--- src/rtl/present_drv_pkg.sv ---
// Shared constants for the PRESENT S-box driver: PRNG seed and shifts, randomness slice
// bounds, share bundle type and the unmasked S-box table.
package present_drv_pkg;

  typedef logic [3:0] nibble_t;

  typedef struct packed {
    nibble_t sh1;
    nibble_t sh2;
    nibble_t sh3;
  } share_t;

  localparam logic [63:0] DEFAULT_SEED = 64'h0123_4567_89AB_CDEF;

  localparam int XS_SHL_A = 13;
  localparam int XS_SHR_B = 7;
  localparam int XS_SHL_C = 17;

  localparam int M1_LSB = 0;
  localparam int M2_LSB = 4;
  localparam int R_LSB  = 8;
  localparam int R_MSB  = 52;
  localparam int RS_LSB = 53;
  localparam int RS_MSB = 60;
  localparam int R_W    = R_MSB - R_LSB + 1;
  localparam int RS_W   = RS_MSB - RS_LSB + 1;

  // Entry 0 sits in the top nibble.
  localparam logic [63:0] SBOX_TABLE = 64'hC56B_90AD_3EF8_4712;

  function automatic logic [63:0] xorshift64(input logic [63:0] s);
    logic [63:0] t;
    t = s ^ (s << XS_SHL_A);
    t = t ^ (t >> XS_SHR_B);
    t = t ^ (t << XS_SHL_C);
    return t;
  endfunction

  function automatic nibble_t sbox_lookup(input nibble_t x);
    return SBOX_TABLE[63 - 4 * int'(x) -: 4];
  endfunction

endpackage

--- src/rtl/present_sbox_driver_if.sv ---
// Request, share, randomness and result signals between the driver (slave) and its user
// plus masked S-box (master).
interface present_sbox_driver_if;
  import present_drv_pkg::*;

  logic            in_valid;
  logic            in_ready;
  nibble_t         in_data;
  nibble_t         sh1_o;
  nibble_t         sh2_o;
  nibble_t         sh3_o;
  logic [R_W-1:0]  r_o;
  logic [RS_W-1:0] rs_o;
  nibble_t         y1_i;
  nibble_t         y2_i;
  nibble_t         y3_i;
  logic            out_valid;
  logic            out_ready;
  nibble_t         out_data;

  modport slave (
    input  in_valid, in_data, out_ready, y1_i, y2_i, y3_i,
    output in_ready, out_valid, out_data, sh1_o, sh2_o, sh3_o, r_o, rs_o
  );

  modport master (
    output in_valid, in_data, out_ready, y1_i, y2_i, y3_i,
    input  in_ready, out_valid, out_data, sh1_o, sh2_o, sh3_o, r_o, rs_o
  );
endinterface

--- src/rtl/present_drv_fifo.sv ---
// Result FIFO: circular buffer with the head entry read combinationally, so a push is
// visible on the output after the pushing edge.
module present_drv_fifo #(
  parameter int DEPTH = 4,
  parameter int W     = 4
) (
  input  logic                       clk,
  input  logic                       rst_i,
  input  logic                       wr_en_i,
  input  logic [W-1:0]               wr_data_i,
  input  logic                       rd_en_i,
  output logic [W-1:0]               rd_data_o,
  output logic                       valid_o,
  output logic [$clog2(DEPTH+1)-1:0] level_o
);
  localparam int AW = (DEPTH > 1) ? $clog2(DEPTH) : 1;
  localparam int LW = $clog2(DEPTH + 1);

  logic [W-1:0]  mem_q [DEPTH];
  logic [AW-1:0] wr_ptr_q, rd_ptr_q;
  logic [LW-1:0] count_q;
  logic          pop;

  function automatic logic [AW-1:0] ptr_inc(input logic [AW-1:0] p);
    return (p == AW'(DEPTH - 1)) ? '0 : p + 1'b1;
  endfunction

  assign valid_o   = (count_q != '0);
  assign pop       = rd_en_i && valid_o;
  assign rd_data_o = valid_o ? mem_q[rd_ptr_q] : '0;
  assign level_o   = count_q;

  always_ff @(posedge clk or negedge rst_i) begin
    if (!rst_i) begin
      wr_ptr_q <= '0;
      rd_ptr_q <= '0;
      count_q  <= '0;
    end else begin
      if (wr_en_i) wr_ptr_q <= ptr_inc(wr_ptr_q);
      if (pop)     rd_ptr_q <= ptr_inc(rd_ptr_q);
      count_q <= count_q + LW'(wr_en_i) - LW'(pop);
    end
  end

  // When full, a write only happens together with a pop, so the slot being read is free.
  always_ff @(posedge clk) begin
    if (wr_en_i) mem_q[wr_ptr_q] <= wr_data_i;
  end

  no_overflow: assert property (@(posedge clk) disable iff (!rst_i)
    !(wr_en_i && (count_q == LW'(DEPTH)) && !pop));

endmodule

--- src/rtl/present_sbox_driver.sv ---
// PRESENT S-box driver: splits nibbles into three Boolean shares, tracks them through an
// external masked S-box and returns unmasked results in order. Reseed port: PRESENT_DRV_SEED_EN.
module present_sbox_driver
  import present_drv_pkg::*;
#(
  parameter int LAT   = 3,
  parameter int DEPTH = 4
) (
  input  logic        clk,
  input  logic        rst_i,
`ifdef PRESENT_DRV_SEED_EN
  input  logic        seed_load,
  input  logic [63:0] seed,
`endif
  present_sbox_driver_if.slave bus
);
  localparam int LW = $clog2(DEPTH + 1);
  localparam int CW = $clog2(DEPTH + LAT + 2);

  logic [63:0]    s_q, s_d;
  share_t         sh_q, sh_d;
  logic [LAT-1:0] tag_q, tag_d;
  logic           res_vld_q;
  nibble_t        res_q;
  logic [LW-1:0]  fifo_level;
  logic [CW-1:0]  inflight;
  logic [CW-1:0]  credit;
  logic           accept;
  nibble_t        m1, m2;

  assign m1 = s_q[M1_LSB +: 4];
  assign m2 = s_q[M2_LSB +: 4];

  always_comb begin
    inflight = '0;
    for (int i = 0; i < LAT; i++) inflight = inflight + CW'(tag_q[i]);
  end

  // Every result owed to the FIFO holds a credit from accept until it is popped.
  assign credit       = inflight + CW'(fifo_level) + CW'(res_vld_q);
  assign bus.in_ready = rst_i && (credit < CW'(DEPTH));
  assign accept       = bus.in_valid && bus.in_ready;

  always_comb begin
`ifdef PRESENT_DRV_SEED_EN
    if (seed_load) s_d = (seed == 64'd0) ? DEFAULT_SEED : seed;
    else           s_d = xorshift64(s_q);
`else
    s_d = xorshift64(s_q);
`endif
  end

  always_comb begin
    sh_d.sh1 = (accept ? bus.in_data : 4'h0) ^ m1 ^ m2;
    sh_d.sh2 = m1;
    sh_d.sh3 = m2;
  end

  assign tag_d[0] = accept;
  for (genvar gi = 1; gi < LAT; gi++) begin : g_tag
    assign tag_d[gi] = tag_q[gi-1];
  end

  always_ff @(posedge clk or negedge rst_i) begin
    if (!rst_i) begin
      s_q       <= DEFAULT_SEED;
      sh_q      <= '0;
      tag_q     <= '0;
      res_vld_q <= 1'b0;
      res_q     <= '0;
    end else begin
      s_q       <= s_d;
      sh_q      <= sh_d;
      tag_q     <= tag_d;
      res_vld_q <= tag_q[LAT-1];
      res_q     <= bus.y1_i ^ bus.y2_i ^ bus.y3_i;
    end
  end

  assign bus.sh1_o = sh_q.sh1;
  assign bus.sh2_o = sh_q.sh2;
  assign bus.sh3_o = sh_q.sh3;
  assign bus.r_o   = s_q[R_MSB:R_LSB];
  assign bus.rs_o  = s_q[RS_MSB:RS_LSB];

  present_drv_fifo #(
    .DEPTH (DEPTH),
    .W     (4)
  ) u_fifo (
    .clk       (clk),
    .rst_i     (rst_i),
    .wr_en_i   (res_vld_q),
    .wr_data_i (res_q),
    .rd_en_i   (bus.out_ready),
    .rd_data_o (bus.out_data),
    .valid_o   (bus.out_valid),
    .level_o   (fifo_level)
  );

endmodule

--- src/flat_wrapper.sv ---
// flat-port wrapper written by rule: the top's interface ports become plain ports
module present_sbox_driver_flat import present_drv_pkg::*;
#(
  parameter int LAT   = 3,
  parameter int DEPTH = 4
)
  (clk, rst_i, bus_in_valid, bus_in_data, bus_out_ready, bus_y1_i, bus_y2_i, bus_y3_i, bus_in_ready, bus_out_valid, bus_out_data, bus_sh1_o, bus_sh2_o, bus_sh3_o, bus_r_o, bus_rs_o);
  present_sbox_driver_if bus_i ();
  input  logic clk;
  input  logic rst_i;
  input wire logic [$bits(bus_i.in_valid)-1:0] bus_in_valid;
  input wire logic [$bits(bus_i.in_data)-1:0] bus_in_data;
  input wire logic [$bits(bus_i.out_ready)-1:0] bus_out_ready;
  input wire logic [$bits(bus_i.y1_i)-1:0] bus_y1_i;
  input wire logic [$bits(bus_i.y2_i)-1:0] bus_y2_i;
  input wire logic [$bits(bus_i.y3_i)-1:0] bus_y3_i;
  output wire logic [$bits(bus_i.in_ready)-1:0] bus_in_ready;
  output wire logic [$bits(bus_i.out_valid)-1:0] bus_out_valid;
  output wire logic [$bits(bus_i.out_data)-1:0] bus_out_data;
  output wire logic [$bits(bus_i.sh1_o)-1:0] bus_sh1_o;
  output wire logic [$bits(bus_i.sh2_o)-1:0] bus_sh2_o;
  output wire logic [$bits(bus_i.sh3_o)-1:0] bus_sh3_o;
  output wire logic [$bits(bus_i.r_o)-1:0] bus_r_o;
  output wire logic [$bits(bus_i.rs_o)-1:0] bus_rs_o;
  assign bus_i.in_valid = bus_in_valid;
  assign bus_i.in_data = bus_in_data;
  assign bus_i.out_ready = bus_out_ready;
  assign bus_i.y1_i = bus_y1_i;
  assign bus_i.y2_i = bus_y2_i;
  assign bus_i.y3_i = bus_y3_i;
  assign bus_in_ready = bus_i.in_ready;
  assign bus_out_valid = bus_i.out_valid;
  assign bus_out_data = bus_i.out_data;
  assign bus_sh1_o = bus_i.sh1_o;
  assign bus_sh2_o = bus_i.sh2_o;
  assign bus_sh3_o = bus_i.sh3_o;
  assign bus_r_o = bus_i.r_o;
  assign bus_rs_o = bus_i.rs_o;
  present_sbox_driver #(.LAT(LAT), .DEPTH(DEPTH)) u_core (.clk(clk), .rst_i(rst_i), .bus(bus_i));
endmodule
--- config.mk ---
export PLATFORM = sky130hd
export DESIGN_NAME = present_sbox_driver_flat
export DESIGN_NICKNAME = d
export VERILOG_FILES = /design/src/rtl/present_drv_pkg.sv /design/src/rtl/present_sbox_driver_if.sv /design/src/rtl/present_drv_fifo.sv /design/src/rtl/present_sbox_driver.sv /design/src/flat_wrapper.sv
export SDC_FILE = /design/constraint.sdc
export NUM_CORES = 1
export LEC_CHECK = 0
export CAP_MARGIN = 40
export CORE_MARGIN = 3
export CORE_UTILIZATION = 40
export CTS_BUF_LIST = sky130_fd_sc_hd__clkbuf_8
export DETAILED_ROUTE_END_ITERATION = 16
export REMOVE_ABC_BUFFERS = 1
export SYNTH_ARGS = -nofsm -noshare
export SYNTH_HDL_FRONTEND = slang
export SYNTH_SLANG_ARGS = --single-unit
export TNS_END_PERCENT = 1
--- constraint.sdc ---
create_clock -name clk -period 2.81 [get_ports clk]
set_clock_uncertainty 0.05 [all_clocks]
set_input_delay 0.843 -clock clk [delete_from_list [all_inputs] [get_ports clk]]
set_output_delay 0.843 -clock clk [all_outputs]
set_load 0.005 [all_outputs]
After elaboration in Yosys (flattened, before gate mapping)
Memory sizes are Yosys's and may differ from the RTL's.
Cells that the tools add are included.

word-level totals
  bits in registers = 91
  memories = 1
  output and inout port bits = 71
  input port bits = 20
  logic and storage cells = 39
  memory bits (writable) = 16

operators by class
  muxes and demuxes = 6
  eq/ne operators = 2
  magnitude comparators = 1
  add/sub/neg operators = 8
  reduce and logical (&&, ||, !) cells = 4
  bitwise logic cells = 7

memories
  name                 words  bits a word  read ports  clocked after Yosys merged registers in  write ports  RTL line                source
  u_core.u_fifo.mem_q  4      4            1           0                                        1            present_drv_fifo.sv:19  logic [W-1:0] mem_q [DEPTH];

operators with widths
  operator               number
  $xor A64 B64 Y64       2
  $xor A64 B57 Y64       1
  $xor A4 B4 Y4          4
  $add A4 B1 Y4          2
  $mux W4                2
  $add A2 B1 Y2 const B  2
  $add A4 B3 Y4          1
  $eq A2 B2 Y1 const B   2
  $lt A4 B3 Y1 const B   1
  $mux W2                2
  $add A3 B1 Y3          1
  $logic_and A1 B1 Y1    3
  $reduce_bool A3 Y1     1
  $sub A3 B1 Y3          1
  $add A1 B1 Y2          1
  $mux W1                2

Longest topological paths before layout
  depth in word-level cells = 10
  mapped depth = 9
  gate-level depth less buffers = 9

By module
A second synthesis with hierarchy kept.

unflattened totals
  cell total of the unflattened synthesis = 398
  area, all modules = 5,355.1 sq um

modules (own cells, without submodules)
  module               sequential area each (sq um)  area each (sq um)  instances  cells an instance
  present_sbox_driver  2,142.1                       4,334.2            1          336
  present_drv_fifo     655.6                         1,021.0            1          62

Worst setup path before layout
No wires, ideal clock.

  path type = register to output
  from = register u_core.tag_q[0]
  to = output port bus_in_ready
  stages on the path, launching flop included = 8
  path buffers = 0
  required time = 1,917 ps
  path slack = 223 ps
  arrival time = 1,694 ps
  cells stage by stage = dfrtp_1 > ha_1 > inv_1 > fa_1 > inv_1 > ha_1 > or4b_4 > nor2_1

between the ends
  cells in the longest elaborated chain, start to end = 6

ends and longest elaborated chain
  element                 RTL line                   source
  start, declared         present_sbox_driver.sv:22  logic [LAT-1:0] tag_q, tag_d;
  start signal, assigned  present_sbox_driver.sv:74  tag_q <= tag_d;
  $add A1 B1 Y2           present_sbox_driver.sv:36  for (int i = 0; i < LAT; i++) inflight = inflight + CW'(tag_q[i]);
  $add A4 B1 Y4           present_sbox_driver.sv:36
  $add A4 B3 Y4           present_sbox_driver.sv:40  assign credit = inflight + CW'(fifo_level) + CW'(res_vld_q);
  $add A4 B1 Y4           present_sbox_driver.sv:40
  $lt A4 B3 Y1            present_sbox_driver.sv:41  assign bus.in_ready = rst_i && (credit < CW'(DEPTH));
  $logic_and A1 B1 Y1     present_sbox_driver.sv:41
  end, declared           flat_wrapper.sv:17         output wire logic [$bits(bus_i.in_ready)-1:0] bus_in_ready;

Every way passes these cells.

Worst setup path after layout
Ends and elaborated chain as after synthesis.

==> qor.yml <==
power_and_ir_drop:
  p_per_area_nw_per_um2: 513
  sequentialPowerShare: 0.543
  ir_drop_uv: 272
  power.total_mw: 3.25
  p_clk_frac: 0.262
  p_leak_nw: 2.53
  switching_share: 0.269
  combPwrFrac: 0.195
  p_int_mw: 2.38
  p_sw_mw: 0.873
floorplanning:
  fp.dieH_um: 122
  row_count: 41
  initial_core_util: 0.416
  die-width_um: 122
  design.core.area_um2: 12800
  pin_count: 91
  die_area_um2: 14800
final_layout:
  regArea_um2: 2800
  nets: 494
  multiInputGateArea_um2: 2120
  fillers: 1146
  instances_no_fill: 638
  diodes: 0
  syn2layout_area_growth_pct: 18.6
  drive_above_1_share: 0.163
synthesis:
  yosys-top-cells-area: "dfrtp_1 (28%), xnor2_1 (24%), dfstp_2 (16%)"
  ys_seq_elements: 107
  syn_area_um2: 5340
  synth_top_area_frac: 0.276
  syn_inst: 404
  synth_cell_types: 22
  synth-seq-area-share: 0.524
  synth_top_cell_by_area: "dfrtp_1"
  yosysWarnings: 0
  synth.avg_cell_area_um2: 13.2
clocking:
  cts_buffers: 9
  cts_tree: "yes"
  cts.sinks: 107
  clock_path_buffers: 2
  htreeDepth: 3
  clkTransAtPathRegs_ns: 0.10
  cts-root-buf: "clkbuf_8"
  hold_buffers: 0
  clk_latency_ns: 0.37
critical_path:
  path_cells: "ha_1, inv_2, fa_2, inv_2, ha_4, or4b_4, nor2_4, buf_2"
  path_max_fanout: 2
  critPathTopFamily: "adder cells"
  cpMaxStageDelayCell: "or4b_4"
  critPathMaxStageDelay_ns: 0.50
  r2r-end: "u_core.u_fifo.level_o[2]"
  r2r_start: "u_core.u_fifo.level_o[2]"
  worst_ep_required_time_ns: 1.92
  r2r_setup_slack_ns: 0.35
  crit_type: "reg -> out"
  start_kind: "flip-flop"
  end_kind: "primary output"
  ff2ff_path_depth: 10
  cp_data_arrival_time_ns: 2.22
  worst-path-buf-inv: 3
  cpMostUsedCell: "inv_2"
hold_path:
  hold_end: "u_core.tag_q[2]"
  holdCritStartpoint: "u_core.tag_q[1]"
  min_path_cells: 0
  hold_class: "reg -> reg"
sta:
  hold-worst-slack_ns: 0.344
  hold_violations: 0
  setup_tns_ns: -0.307
  worstMarginPinSlew_ns: 0.519
  slew_headroom: 0.652
  drv_slew: 0
  fmax_mhz: 321
  fin_crit_ns: 3.12
  worst_slack_ns: -0.307
  setup_viol: 1
  fin_crit_sh: 1.11
  rsz0062_at_grt: "yes"
detailed_routing:
  wire_per_inst_um: 16.0
  routed_wl_mm: 10.2
  ant_nets: 0
  drc_errors: 0
  drtIter0Drc: 129
  num_vias: 2760
  vias_per_cell: 4.33
  dr.pass1.iters: 4
status:
  violations: "setup timing"
  outcome: "finished with violations"
placed_design:
  portBuffers: 90
  dp_hpwl_mm: 8.05
  place_congestion: 0.810
  dpl.cell_count: 622
  dpl_worst_slack_ns: -0.308
global_routing:
  overflow: 0
  antenna_found_initial: 0
  grt_max_degree: 53
  grt_pass1_wl_mm: 16.5
  grt_pass1_vias: 3087
  grtUsageTotal: 0.148
run:
  maxCapViolCount: 0
==> repair_timing <==
item,CTS,global route
gates resized for setup,16,0
endpoints found under the setup margin,5,1
pin swaps,4,4
buffers inserted,0,0
==> layout by cell type (no fill, tap or decap), drive strengths merged <==
cell type	n
and2	10
and3b	1
buf	12
clkbuf	9
clkdlybuf4s50	84
clkinv	1
clkinvlp	4
dfrtp	59
dfstp	32
dlygate4sd2	4
edfxtp	16
fa	2
ha	11
inv	12
mux2	2
mux4	4
nand2	5
nor2	2
nor3	4
o21ai	2
or3	2
or4b	1
xnor2	148
xor2	39
==> sequential cells by signal, summed over array words and instances, names as in the netlist <==
signal	count
u_core.bus.sh1_o	4
u_core.bus.sh2_o	4
u_core.bus.sh3_o	4
u_core.res_q	4
u_core.res_vld_q	1
u_core.s_q	64
u_core.tag_q	3
u_core.u_fifo.level_o	3
u_core.u_fifo.mem_q	16
u_core.u_fifo.rd_ptr_q	2
u_core.u_fifo.wr_ptr_q	2
==> worst max path at each step <==
stage                    startpoint      endpoint  slack, ns  cells after the start
global route        u_core.tag_q[0]  bus_in_ready      -0.41                      8
global placement    u_core.tag_q[0]  bus_in_ready      -0.29                      8
CTS                 u_core.tag_q[1]  bus_in_ready      -0.37                      8
finish              u_core.tag_q[0]  bus_in_ready      -0.31                      8
detailed placement  u_core.tag_q[0]  bus_in_ready      -0.31                      8
floorplan           u_core.tag_q[0]  bus_in_ready       0.22                      7
==> cells by family after synthesis <==
family / Yosys count / share of synthesized area
fa+ha+maj: 13 / 0.0333
mux: 6 / 0.0211
xor+xnor: 187 / 0.310
simple gates: 25 / 0.0279
compound gates: 2 / 0.00187
flops: 107 / 0.524
buf+inv: 64 / 0.0825
==> Yosys cell counts (all sizes together) <==
master / n
xnor2: 148
dfrtp: 59
buf: 54
xor2: 39
dfstp: 32
edfxtp: 16
ha: 11
and2: 10
inv: 10
nand2: 5
mux4: 4
nor3: 4
fa: 2
mux2: 2
nor2: 2
o21ai: 2
or3: 2
and3b: 1
or4b: 1
==> through the flow <==
step	utilization	cell area, um^2
after floorplan	-	4940
after global placement	0.477	6120
after detailed placement	0.479	6150
after CTS	0.494	6330
after global routing	0.494	6330
final	0.494	6330
==> power groups by stage <==
stage               Combinational, mW  Clock (mW)  Sequential, mW
floorplan                       0.336           0            1.78
global placement                0.611           0            1.79
detailed placement              0.642           0            1.80
CTS                             0.636       0.898            1.77
global route                    0.720       0.962            1.78
finish                          0.633       0.853            1.76
==> cell type report <==
| type | count | share of cell area |
|---|---|---|
| clock buffer | 9 | 0.0196 |
| clock inverter | 7 | 0.00810 |
| inverter | 10 | 0.00593 |
| multi-input combinational | 233 | 0.335 |
| sequential | 107 | 0.442 |
| tap | 172 | 0.0340 |
| timing repair buffer | 100 | 0.155 |
==> per-layer routing <==
layer	GRT usage	wire [um]	vias up
met5	0	0	-
met4	0.0336	87	0
met3	0.0441	507	6
met2	0.250	5150	62
met1	0.189	4500	1354
li1	-	-	1338
Note: power is estimated with default switching activity, not from simulation.
